<file path="src/rtl/hazard_forward_ctrl.sv">
// hazard_forward_ctrl
//   Hazard and forwarding control for a 5-stage pipeline. It keeps a shadow
//   copy of the EX, MEM and WB stage information, built from the ID-stage
//   decode fields. From that copy it produces:
//   - the load-use stall (PC and IF/ID hold, plus a bubble into ID/EX);
//   - the EX-stage forwarding selects;
//   - saturating performance counters for stall cycles and flush cycles.
//
// Ports
//   Clk          in   rising-edge clock
//   Rst          in   asynchronous active-low reset
//   IDRs/IDRt/IDRd  in  [4:0]  register fields of the instruction in ID
//   IDRegDst     in   1: destination is rd, 0: destination is rt
//   IDRegWrite   in   ID instruction writes the register file
//   IDMemRead    in   ID instruction is a load
//   IDUsesRt     in   rt is a source operand
//   PCSrc        in   branch taken, resolved in MEM; flushes EX and MEM
//   PCWrite      out  0 holds the PC
//   IF_ID_Write  out  0 holds the IF/ID register
//   controlMux   out  1 zeroes the ID control (bubble into ID/EX)
//   MuxA/MuxB    out  [1:0] forwarding select: 00 regfile, 01 EX/MEM, 10 MEM/WB
//   StallCount   out  [CNT_W-1:0] load-use stall cycles since reset
//   FlushCount   out  [CNT_W-1:0] PCSrc cycles since reset

module hazard_forward_ctrl #(
  parameter int CNT_W = 16
) (
  input  logic             Clk,
  input  logic             Rst,
  input  logic [4:0]       IDRs,
  input  logic [4:0]       IDRt,
  input  logic [4:0]       IDRd,
  input  logic             IDRegDst,
  input  logic             IDRegWrite,
  input  logic             IDMemRead,
  input  logic             IDUsesRt,
  input  logic             PCSrc,
  output logic             PCWrite,
  output logic             IF_ID_Write,
  output logic             controlMux,
  output logic [1:0]       MuxA,
  output logic [1:0]       MuxB,
  output logic [CNT_W-1:0] StallCount,
  output logic [CNT_W-1:0] FlushCount
);

  localparam logic [1:0] SEL_RF  = 2'b00;
  localparam logic [1:0] SEL_MEM = 2'b01;
  localparam logic [1:0] SEL_WB  = 2'b10;

  localparam logic [CNT_W-1:0] CNT_ONE = {{(CNT_W-1){1'b0}}, 1'b1};
  localparam logic [CNT_W-1:0] CNT_MAX = {CNT_W{1'b1}};

  // EX slot keeps everything that the hazard and forwarding checks read.
  // MEM and WB keep only the fields that are looked at later.
  logic       ex_valid_q, ex_valid_d;
  logic [4:0] ex_rs_q, ex_rs_d;
  logic [4:0] ex_rt_q, ex_rt_d;
  logic       ex_uses_rt_q, ex_uses_rt_d;
  logic [4:0] ex_dest_q, ex_dest_d;
  logic       ex_reg_write_q, ex_reg_write_d;
  logic       ex_mem_read_q, ex_mem_read_d;

  logic [4:0] mem_dest_q, mem_dest_d;
  logic       mem_reg_write_q, mem_reg_write_d;
  logic       mem_mem_read_q, mem_mem_read_d;

  logic [4:0] wb_dest_q, wb_dest_d;
  logic       wb_reg_write_q, wb_reg_write_d;

  logic [CNT_W-1:0] stall_cnt_q, stall_cnt_d;
  logic [CNT_W-1:0] flush_cnt_q, flush_cnt_d;

  logic [4:0] id_dest;
  logic       stall;
  logic       mem_fwd_ok;
  logic       wb_fwd_ok;

  assign id_dest = IDRegDst ? IDRd : IDRt;

  // A taken branch squashes the consumer too, so it overrides the stall.
  always_comb begin
    stall = 1'b0;
    if (!PCSrc && ex_valid_q && ex_mem_read_q && (ex_dest_q != 5'd0)) begin
      if ((ex_dest_q == IDRs) || (IDUsesRt && (ex_dest_q == IDRt))) begin
        stall = 1'b1;
      end
    end
  end

  assign PCWrite     = !stall;
  assign IF_ID_Write = !stall;
  assign controlMux  = stall;

  // A load result is not available in EX/MEM; it can only forward from WB.
  assign mem_fwd_ok = mem_reg_write_q && !mem_mem_read_q && (mem_dest_q != 5'd0);
  assign wb_fwd_ok  = wb_reg_write_q && (wb_dest_q != 5'd0);

  always_comb begin
    MuxA = SEL_RF;
    if (mem_fwd_ok && (mem_dest_q == ex_rs_q)) begin
      MuxA = SEL_MEM;
    end else if (wb_fwd_ok && (wb_dest_q == ex_rs_q)) begin
      MuxA = SEL_WB;
    end
  end

  always_comb begin
    MuxB = SEL_RF;
    if (ex_uses_rt_q) begin
      if (mem_fwd_ok && (mem_dest_q == ex_rt_q)) begin
        MuxB = SEL_MEM;
      end else if (wb_fwd_ok && (wb_dest_q == ex_rt_q)) begin
        MuxB = SEL_WB;
      end
    end
  end

  always_comb begin
    ex_valid_d     = 1'b1;
    ex_rs_d        = IDRs;
    ex_rt_d        = IDRt;
    ex_uses_rt_d   = IDUsesRt;
    ex_dest_d      = id_dest;
    ex_reg_write_d = IDRegWrite;
    ex_mem_read_d  = IDMemRead;
    if (stall || PCSrc) begin
      ex_valid_d     = 1'b0;
      ex_rs_d        = 5'd0;
      ex_rt_d        = 5'd0;
      ex_uses_rt_d   = 1'b0;
      ex_dest_d      = 5'd0;
      ex_reg_write_d = 1'b0;
      ex_mem_read_d  = 1'b0;
    end

    mem_dest_d      = ex_dest_q;
    mem_reg_write_d = ex_reg_write_q;
    mem_mem_read_d  = ex_mem_read_q;
    if (PCSrc) begin
      mem_dest_d      = 5'd0;
      mem_reg_write_d = 1'b0;
      mem_mem_read_d  = 1'b0;
    end

    wb_dest_d      = mem_dest_q;
    wb_reg_write_d = mem_reg_write_q;
  end

  always_comb begin
    stall_cnt_d = stall_cnt_q;
    if (stall && (stall_cnt_q != CNT_MAX)) begin
      stall_cnt_d = stall_cnt_q + CNT_ONE;
    end
    flush_cnt_d = flush_cnt_q;
    if (PCSrc && (flush_cnt_q != CNT_MAX)) begin
      flush_cnt_d = flush_cnt_q + CNT_ONE;
    end
  end

  assign StallCount = stall_cnt_q;
  assign FlushCount = flush_cnt_q;

  always_ff @(posedge Clk or negedge Rst) begin
    if (!Rst) begin
      ex_valid_q      <= 1'b0;
      ex_rs_q         <= 5'd0;
      ex_rt_q         <= 5'd0;
      ex_uses_rt_q    <= 1'b0;
      ex_dest_q       <= 5'd0;
      ex_reg_write_q  <= 1'b0;
      ex_mem_read_q   <= 1'b0;
      mem_dest_q      <= 5'd0;
      mem_reg_write_q <= 1'b0;
      mem_mem_read_q  <= 1'b0;
      wb_dest_q       <= 5'd0;
      wb_reg_write_q  <= 1'b0;
      stall_cnt_q     <= '0;
      flush_cnt_q     <= '0;
    end else begin
      ex_valid_q      <= ex_valid_d;
      ex_rs_q         <= ex_rs_d;
      ex_rt_q         <= ex_rt_d;
      ex_uses_rt_q    <= ex_uses_rt_d;
      ex_dest_q       <= ex_dest_d;
      ex_reg_write_q  <= ex_reg_write_d;
      ex_mem_read_q   <= ex_mem_read_d;
      mem_dest_q      <= mem_dest_d;
      mem_reg_write_q <= mem_reg_write_d;
      mem_mem_read_q  <= mem_mem_read_d;
      wb_dest_q       <= wb_dest_d;
      wb_reg_write_q  <= wb_reg_write_d;
      stall_cnt_q     <= stall_cnt_d;
      flush_cnt_q     <= flush_cnt_d;
    end
  end

endmodule

</file>
<file path="config.mk">
export PLATFORM = sky130hd
export DESIGN_NAME = hazard_forward_ctrl
export DESIGN_NICKNAME = d
export VERILOG_FILES = /design/src/rtl/hazard_forward_ctrl.sv
export SDC_FILE = /design/constraint.sdc
export NUM_CORES = 1
export LEC_CHECK = 0
export ABC_CLOCK_PERIOD_IN_PS = 1900
export BUFFER_PORTS_ARGS = -buffer_cell sky130_fd_sc_hd__buf_4
export CORE_MARGIN = 10
export CORE_UTILIZATION = 30
export DETAILED_ROUTE_END_ITERATION = 8
export GPL_TIMING_DRIVEN = 0
export PLACE_DENSITY = 0.53
export SYNTH_ARGS = -nofsm -noshare
export SYNTH_HDL_FRONTEND = slang
export SYNTH_SLANG_ARGS = --single-unit
</file>
<file path="constraint.sdc">
create_clock -name Clk -period 1.9 [get_ports Clk]
set_input_delay 0.475 -clock Clk [delete_from_list [all_inputs] [get_ports Clk]]
set_output_delay 0.475 -clock Clk [all_outputs]
set_load 0.05 [all_outputs]
</file>
==> results.yml, run 1 <==
logic_synthesis:
  ys_ff_latch: 64
  synth_area_sq_mm: 0.00300
  synth_area_leaders: "dfrtp_1, xnor2_1, xor2_1"
  syn-instance-count: 272
  yosysWarnings: 0
  yosysMostFrequentCell: "dfrtp_1"
  ys_seq_area_frac: 0.533
  async_flop_share: 1.00
  yosys-top-cells-count: "dfrtp_1, xnor2_1, nand3_1"
  synth_area_leader_cell: "dfrtp_1"
  syn_nets: 296
  syn_avg_cell_area_sq_um: 11.0
  synth_ff_type: "dfrtp_1"
  ys_types: 34
  yosys.area.top_type_share: 0.533
  synth-edff-count: 0
timing:
  slew_viol_final: 0
  hold_violations: 0
  relSlewSlack: 0.457
  worst_slack_ps: -517
  min_period_ps: 2420
  fmax_mhz: 414
  finalSetupViolations: 26
  rsz0062_at_grt: "true"
  period_share: 1.27
  worstMarginPinSlew_ps: 815
  fin_worst_skew_ps: 13.2
  whs_ps: 204
drt:
  via_per_inst: 4.63
  wl_per_cell_um: 15.6
  routed-via-count: 2331
  drt_iter0_markers: 87
  drc: 0
  drtPass1Iterations: 4
  ant_nets: 0
  wirelength_um: 7840
grt:
  grt_first_pass_wirelength_um: 13000
  grt_overflow: 0
  grt_pass1_vias: 2505
  antenna_found_initial: 0
  grt_start_max_net_pins: 65
  track_usage: 0.112
floorplanning:
  start_util: 0.307
  io_pins: 61
  dieWidth_um: 120
  die-area_sq_mm: 0.0144
  rows: 36
  fp.coreArea_sq_mm: 0.00977
  fp.dieH_um: 120
cts:
  ctsLongestPathBuffers: 2
  clkSinkCount: 64
  cts_hold_buf: 0
  clock_latency_ps: 340
  cts-root-buf: "clkbuf_8"
  cts_made_buffers: 9
  htree_num_levels: 3
  tritoncts: "done"
  clk_pin_slew_worst_paths_ps: 80
setup_path:
  crit_type: "flop to output pin"
  cp_max_fo: 3
  worst_setup_path_end_kind: "output pin"
  arrival_ps: 1940
  r2r_slack_ps: -120
  crit_path_start_kind: "flop"
  cp.required_ps: 1420
cells_and_area:
  nNetsFinal: 389
  drive_gt1_frac: 0.422
  area_growth_pct: 44.1
  fillers: 958
  final_cells: 503
  insertedDiodeCount: 0
outcome:
  status: "complete, but fails checks"
  violations: "negative setup slack"
power_and_ir_drop:
  total_leakage_power_nw: 1.94
  power_density_mw_per_mm2: 889
  peakVddDrop_mv: 0.408
worst_hold_path:
  hold_path_class: "input port to async pin"
placed_design:
  portBuffers: 58
  post-place-cells: 463
  gp_congestion: 0.790
  dpl.hpwl_um: 5440
job:
  maxCapViolations: 0
[metal layers]
metal	routed length, um	global-route usage	vias to the layer above
met5	0	0	-
met4	85	0.0460	0
met3	357	0.0323	11
met2	3880	0.183	44
met1	3520	0.134	1151
li1	-	-	1125
[report_power, final]
group	switching, mW	leakage [nW]	internal, mW	total [mW]
sequential	0.146	0.834	1.48	1.63
clock	0.588	0.107	0.752	1.34
combinational	0.543	0.998	0.332	0.875
[cells by family (layout without fill, tap and decap cells)]
kind of cell / count (synthesis) / count (layout) / share of synthesized area
compound gates: 13 / 13 / 0.0337
fa+ha+maj: 2 / 2 / 0.00833
mux: 8 / 8 / 0.0279
buf+inv: 11 / 109 / 0.0187
simple gates: 118 / 118 / 0.215
xor+xnor: 56 / 56 / 0.163
flops: 64 / 64 / 0.533
[worst paths after layout]
path,cells after the start,endpoint,startpoint
setup / recovery,4,MuxA[1],wb_dest_q[4]
hold / removal,1,FlushCount[6],Rst
setup reg to reg,8,ex_mem_read_q,ex_dest_q[4]
hold reg to reg,0,wb_reg_write_q,mem_reg_write_q
max in group asynchronous,1,StallCount[5],Rst
min in group Clk,2,ex_mem_read_q,IDMemRead
[metrics by stage]
stage / TNS (ps) / total power [mW] / worst slack (ps) / util / area [sq um]
finish: -4620 / 3.85 / -517 / 0.443 / 4330
CTS: -3550 / 3.86 / -565 / 0.425 / 4160
detailed placement: -6050 / 2.46 / -478 / 0.379 / 3700
global route: -6730 / 4.03 / -579 / 0.443 / 4330
floorplan: -1240 / 2.17 / -378 / - / 3100
global placement: -6660 / 2.46 / -501 / 0.379 / 3700
[cell usage in the layout, fill, tap and decap left out, drive strengths merged, types with 2 or more instances in the layout]
| cell | n |
|---|---|
| a21oi | 3 |
| a31oi | 2 |
| and2 | 15 |
| and3 | 9 |
| buf | 89 |
| bufinv | 2 |
| clkbuf | 9 |
| clkinvlp | 3 |
| dfrtp | 64 |
| ha | 2 |
| inv | 6 |
| mux2 | 3 |
| mux2i | 5 |
| nand2 | 15 |
| nand3 | 22 |
| nand4 | 12 |
| nand4b | 2 |
| nor2 | 14 |
| nor2b | 8 |
| nor3 | 6 |
| nor4 | 7 |
| o21ai | 3 |
| o31ai | 2 |
| or2 | 2 |
| or4 | 4 |
| xnor2 | 38 |
| xor2 | 18 |
[layout make-up]
type / count / area, sq um / share of cell area
Clock buffer: 9 / 124 / 0.0286
Timing Repair Buffer: 82 / 681 / 0.157
Clock inverter: 7 / 101 / 0.0234
Tap cell: 133 / 166 / 0.0385
Inverter: 4 / 18.8 / 0.00434
Buffer: 7 / 61.3 / 0.0142
Sequential cell: 64 / 1620 / 0.374
Multi-Input combinational cell: 197 / 1560 / 0.360
[what timing repair did]
item,in CTS,in global routing
pin swaps,9,9
gates resized for setup,31,20
gates cloned,2,0
buffers inserted,14,8
endpoints found under the setup margin,35,38
[critical path, cell delays in order, from the launching register on]
cell     delay, ps
dfrtp_1        410
xor2_1         170
or4_4          550
nor4_4         290
buf_6          190
[registers in the layout, summed over array words and instances (netlist names)]
| signal | flops |
|---|---|
| ex_valid_q | 1 |
| ex_mem_read_q | 1 |
| wb_dest_q | 5 |
| FlushCount | 16 |
| mem_mem_read_q | 1 |
| ex_reg_write_q | 1 |
| ex_dest_q | 5 |
| mem_dest_q | 5 |
| ex_uses_rt_q | 1 |
| ex_rt_q | 5 |
| mem_reg_write_q | 1 |
| wb_reg_write_q | 1 |
| ex_rs_q | 5 |
| StallCount | 16 |
(Power assumes the default switching activity.)
==> run 2: changes to the inputs <==
--- a/config.mk
+++ b/config.mk
@@ -9,6 +9,7 @@
 export BUFFER_PORTS_ARGS = -buffer_cell sky130_fd_sc_hd__buf_4
 export CORE_MARGIN = 10
 export CORE_UTILIZATION = 30
+export CTS_BUF_LIST = sky130_fd_sc_hd__clkbuf_4
 export DETAILED_ROUTE_END_ITERATION = 8
 export GPL_TIMING_DRIVEN = 0
 export PLACE_DENSITY = 0.53
==> results.yml, run 2 (synthesis gave the netlist of run 1 again) <==
drt:
  wl_per_cell_um: 15.6
  wirelength_um: 7870
  drtPass1Iterations: 4
  via_per_inst: 4.65
  ant_nets: 0
  routed-via-count: 2338
  drt_iter0_markers: 113
  drc: 0
floorplanning:
  start_util: 0.307
  io_pins: 61
  fp.coreArea_sq_mm: 0.00977
  fp.dieH_um: 120
  die-area_sq_mm: 0.0144
  rows: 36
  dieWidth_um: 120
power_and_ir_drop:
  peakVddDrop_mv: 0.394
  power_density_mw_per_mm2: 841
  switching_power_mw: 1.25
  internal-power_mw: 2.36
  swShare: 0.346
  total_leakage_power_nw: 1.91
  clkPwrFrac: 0.307
  sequentialPowerShare: 0.451
  comb_power_share: 0.242
cts:
  cts_hold_buf: 0
  clkSinkCount: 64
  clock_latency_ps: 400
  cts-root-buf: "clkbuf_4"
  clk_pin_slew_worst_paths_ps: 130
  ctsLongestPathBuffers: 2
  htree_num_levels: 3
  tritoncts: "done"
  cts_made_buffers: 9
setup_path:
  rr_endpoint: "ex_mem_read_q"
  cp_max_fo: 3
  cp-startpoint: "wb_dest_q[4]"
  crit_buf_inv: 1
  rr_worst_depth: 8
  crit_family: "simple AND/OR/NAND/NOR gates"
  reg2reg_from: "ex_dest_q[4]"
  critPathMaxStageDelay_ps: 550
  crit_path_start_kind: "flop"
  crit_type: "flop to output pin"
  worst_setup_path_end_kind: "output pin"
  slowest_stage: "or4_4"
  cp.required_ps: 1420
  r2r_slack_ps: -130
  arrival_ps: 2020
  crit_chain: "xor2_1 > or4_4 > nor4_4 > buf_6"
cells_and_area:
  insertedDiodeCount: 0
  final_common_cell: "buf_4"
  area_growth_pct: 43.1
  fillers: 963
  drive_gt1_frac: 0.427
  layout_common_cells: "buf_4, dfrtp_1, xnor2_1"
  nNetsFinal: 389
timing:
  relSlewSlack: 0.454
  hold_violations: 0
  slew_viol_final: 0
  period_share: 1.31
  finalSetupViolations: 24
  min_period_ps: 2500
  fmax_mhz: 401
  rsz0062_at_grt: "true"
  whs_ps: 135
  fin_worst_skew_ps: 23.4
  worstMarginPinSlew_ps: 820
  worst_slack_ps: -596
outcome:
  violations: "negative setup slack"
  status: "complete, but fails checks"
grt:
  grt_first_pass_wirelength_um: 13200
  track_usage: 0.112
  antenna_found_initial: 0
  grt_start_max_net_pins: 65
  grt_pass1_vias: 2527
  grt_overflow: 0
job:
  maxCapViolations: 0
placed_design:
  place_ws_ps: -478
  portBuffers: 58
  dpl.hpwl_um: 5440
  gp_congestion: 0.790
worst_hold_path:
  hold_path_class: "input port to async pin"
run 2: worst max path at each step:
stage / slack [ps] / cells past startpoint / to
5_1_grt: -690 / 6 / controlMux
3_5_place_dp: -480 / 7 / controlMux
3_3_place_gp: -500 / 7 / controlMux
2_1_floorplan: -380 / 4 / MuxA[1]
4_1_cts: -650 / 4 / MuxA[1]
6_report: -600 / 4 / MuxA[1]
run 2: area by class of cell:
class	instances	area [sq um]	area share
sequential	64	1620	0.377
buffer	7	65.1	0.0151
clock buffer	9	67.6	0.0157
inverter	4	18.8	0.00437
clock inverter	7	101	0.0236
tap	133	166	0.0387
timing repair buffer	82	688	0.160
multi-input combinational	197	1570	0.366
run 2: repair_timing:
action,4_1_cts,5_1_grt
pin swaps,9,12
setup endpoints to repair,35,39
gates cloned,2,0
buffers inserted,14,8
resized for setup,34,23
run 2: routing by layer:
layer | vias up | track usage | part of all wire
met1 | 1160 | 0.135 | 0.44
met4 | 0 | 0.0370 | 0.010
li1 | 1127 | - | -
met5 | - | 0 | 0
met3 | 7 | 0.0366 | 0.047
met2 | 44 | 0.186 | 0.50
run 2: power by group through the flow:
stage          sequential [mW]  clock, mW  combinational, mW
2_1_floorplan             1.90          0              0.267
3_3_place_gp              1.66          0              0.797
3_5_place_dp              1.66          0              0.802
4_1_cts                   1.63       1.14              0.853
5_1_grt                   1.65       1.21              0.940
6_report                  1.63       1.11              0.875
run 2: per-stage QoR:
step | std cells | util | power [mW] | setup TNS (ps) | instance area [sq um]
detailed placement | 463 | 0.379 | 2.46 | -6050 | 3700
floorplan | 272 | - | 2.17 | -1240 | 3100
CTS | 495 | 0.422 | 3.62 | -4220 | 4120
global placement | 463 | 0.379 | 2.46 | -6660 | 3700
finish | 503 | 0.440 | 3.62 | -5040 | 4300
global route | 503 | 0.440 | 3.80 | -7430 | 4300
==> run 3: changes to the inputs <==
--- a/config.mk
+++ b/config.mk
@@ -11,7 +11,6 @@
 export CORE_UTILIZATION = 30
 export CTS_BUF_LIST = sky130_fd_sc_hd__clkbuf_4
 export DETAILED_ROUTE_END_ITERATION = 8
-export GPL_TIMING_DRIVEN = 0
 export PLACE_DENSITY = 0.53
 export SYNTH_ARGS = -nofsm -noshare
 export SYNTH_HDL_FRONTEND = slang
==> results.yml, run 3 (synthesis gave the netlist of run 1 again) <==
drt:
  drtPass1Iterations: 4
  ant_nets: 0
  routed-via-count: 2391
  drt_iter0_markers: 68
  wl_per_cell_um: 14.2
  drc: 0
  wirelength_um: 7630
  via_per_inst: 4.44
grt:
  use_met3: 0.0352
  antenna_found_initial: 0
  grt_start_max_net_pins: 43
  track_usage: 0.108
  grt_first_pass_wirelength_um: 12500
  busiest_layer: "met2"
  use_met1: 0.127
  use_met2: 0.182
  grt_pass1_vias: 2508
  grt_overflow: 0
cts:
  tritoncts: "done"
  htree_num_levels: 3
  clkSinkCount: 64
  clock_latency_ps: 410
  ctsLongestPathBuffers: 2
  clk_pin_slew_worst_paths_ps: 120
  cts-root-buf: "clkbuf_4"
  cts_made_buffers: 9
setup_path:
  worst_setup_path_end_kind: "output pin"
  slowest_stage: "or4_4"
  crit_path_start_kind: "flop"
  crit_chain: "or4_4 > o211ai_4 > inv_2 > nand2_8 > clkinvlp_4 > buf_6"
  crit_type: "flop to output pin"
  cp_max_fo: 3
  crit_family: "simple AND/OR/NAND/NOR gates"
  cp.required_ps: 1420
  arrival_ps: 2010
  crit_buf_inv: 3
  critPathMaxStageDelay_ps: 550
timing:
  rsz0062_at_grt: "true"
  min_period_ps: 2490
  slew_viol_final: 0
  fin_worst_skew_ps: 13.0
  hold_violations: 0
  worst_slack_ps: -590
  relSlewSlack: 0.736
  worstMarginPinSlew_ps: 393
  finalSetupViolations: 35
  fmax_mhz: 402
  period_share: 1.31
floorplanning:
  fp.coreArea_sq_mm: 0.00977
  io_pins: 61
  fp.dieH_um: 120
  die-area_sq_mm: 0.0144
  rows: 36
  dieWidth_um: 120
  start_util: 0.307
cells_and_area:
  insertedDiodeCount: 0
  nNetsFinal: 424
  layout_common_cells: "buf_4, dfrtp_1, xnor2_1"
  fillers: 925
  final_common_cell: "buf_4"
  area_growth_pct: 51.4
  drive_gt1_frac: 0.462
power_and_ir_drop:
  sequentialPowerShare: 0.444
  internal-power_mw: 2.41
  switching_power_mw: 1.23
  clkPwrFrac: 0.301
  swShare: 0.338
  total_leakage_power_nw: 2.11
  power_density_mw_per_mm2: 800
  peakVddDrop_mv: 0.433
  total_power_mw: 3.64
  comb_power_share: 0.255
placed_design:
  gp_congestion: 0.762
  portBuffers: 60
  place_ws_ps: -261
  dpl.hpwl_um: 5730
job:
  maxCapViolations: 0
outcome:
  violations: "negative setup slack"
  status: "complete, but fails checks"
worst_hold_path:
  hold_path_class: "input port to flop"
-- run 3: stage by stage --
step	util	std cells	instance area, sq um	TNS (ps)	hold slack (ps)
global route	0.465	538	4550	-11840	247
finish	0.465	538	4550	-8820	287
global placement	0.416	508	4070	-1860	353
floorplan	-	272	3100	-1240	179
detailed placement	0.416	508	4070	-2190	368
CTS	0.452	534	4420	-7690	259
-- run 3: final timing paths --
path,endpoint,cells past startpoint,slack (ps),start
setup / recovery,controlMux,6,-590,ex_dest_q[1]
hold / removal,ex_mem_read_q,2,290,IDMemRead
setup reg to reg,ex_mem_read_q,9,-260,ex_dest_q[1]
hold reg to reg,wb_reg_write_q,0,380,mem_reg_write_q
max in group asynchronous,FlushCount[1],3,870,Rst
min in group asynchronous,StallCount[6],2,500,Rst
-- run 3: cell type report --
class	instances	area, sq um	share of cell area
Clock buffer	9	67.6	0.0149
Sequential cell	64	1620	0.356
Tap cell	133	166	0.0366
Clock inverter	7	103	0.0226
Timing Repair Buffer	124	1040	0.228
Inverter	4	18.8	0.00413
Multi-Input combinational cell	197	1540	0.338
-- run 3: power by group through the flow --
| stage | clock network [mW] | registers (mW) | logic (mW) |
|---|---|---|---|
| after global placement | 0 | 1.65 | 0.874 |
| final | 1.09 | 1.62 | 0.928 |
| after floorplan | 0 | 1.90 | 0.267 |
| after detailed placement | 0 | 1.64 | 0.879 |
| after CTS | 1.13 | 1.62 | 0.923 |
| after global routing | 1.20 | 1.64 | 1.00 |
-- run 3: metal layers --
layer,part of all wire,vias to the layer above
li1,-,1198
met1,0.43,1146
met2,0.52,41
met3,0.046,6
met4,0.0093,0
met5,0,-
-- run 3: what timing repair did --
action	in CTS	in global routing
buffers inserted	8	4
endpoints found under the setup margin	23	40
endpoints found under the hold margin	22	0
gates resized for setup	18	25
cloned	1	0
hold buffers	1	0
pin swaps	7	9
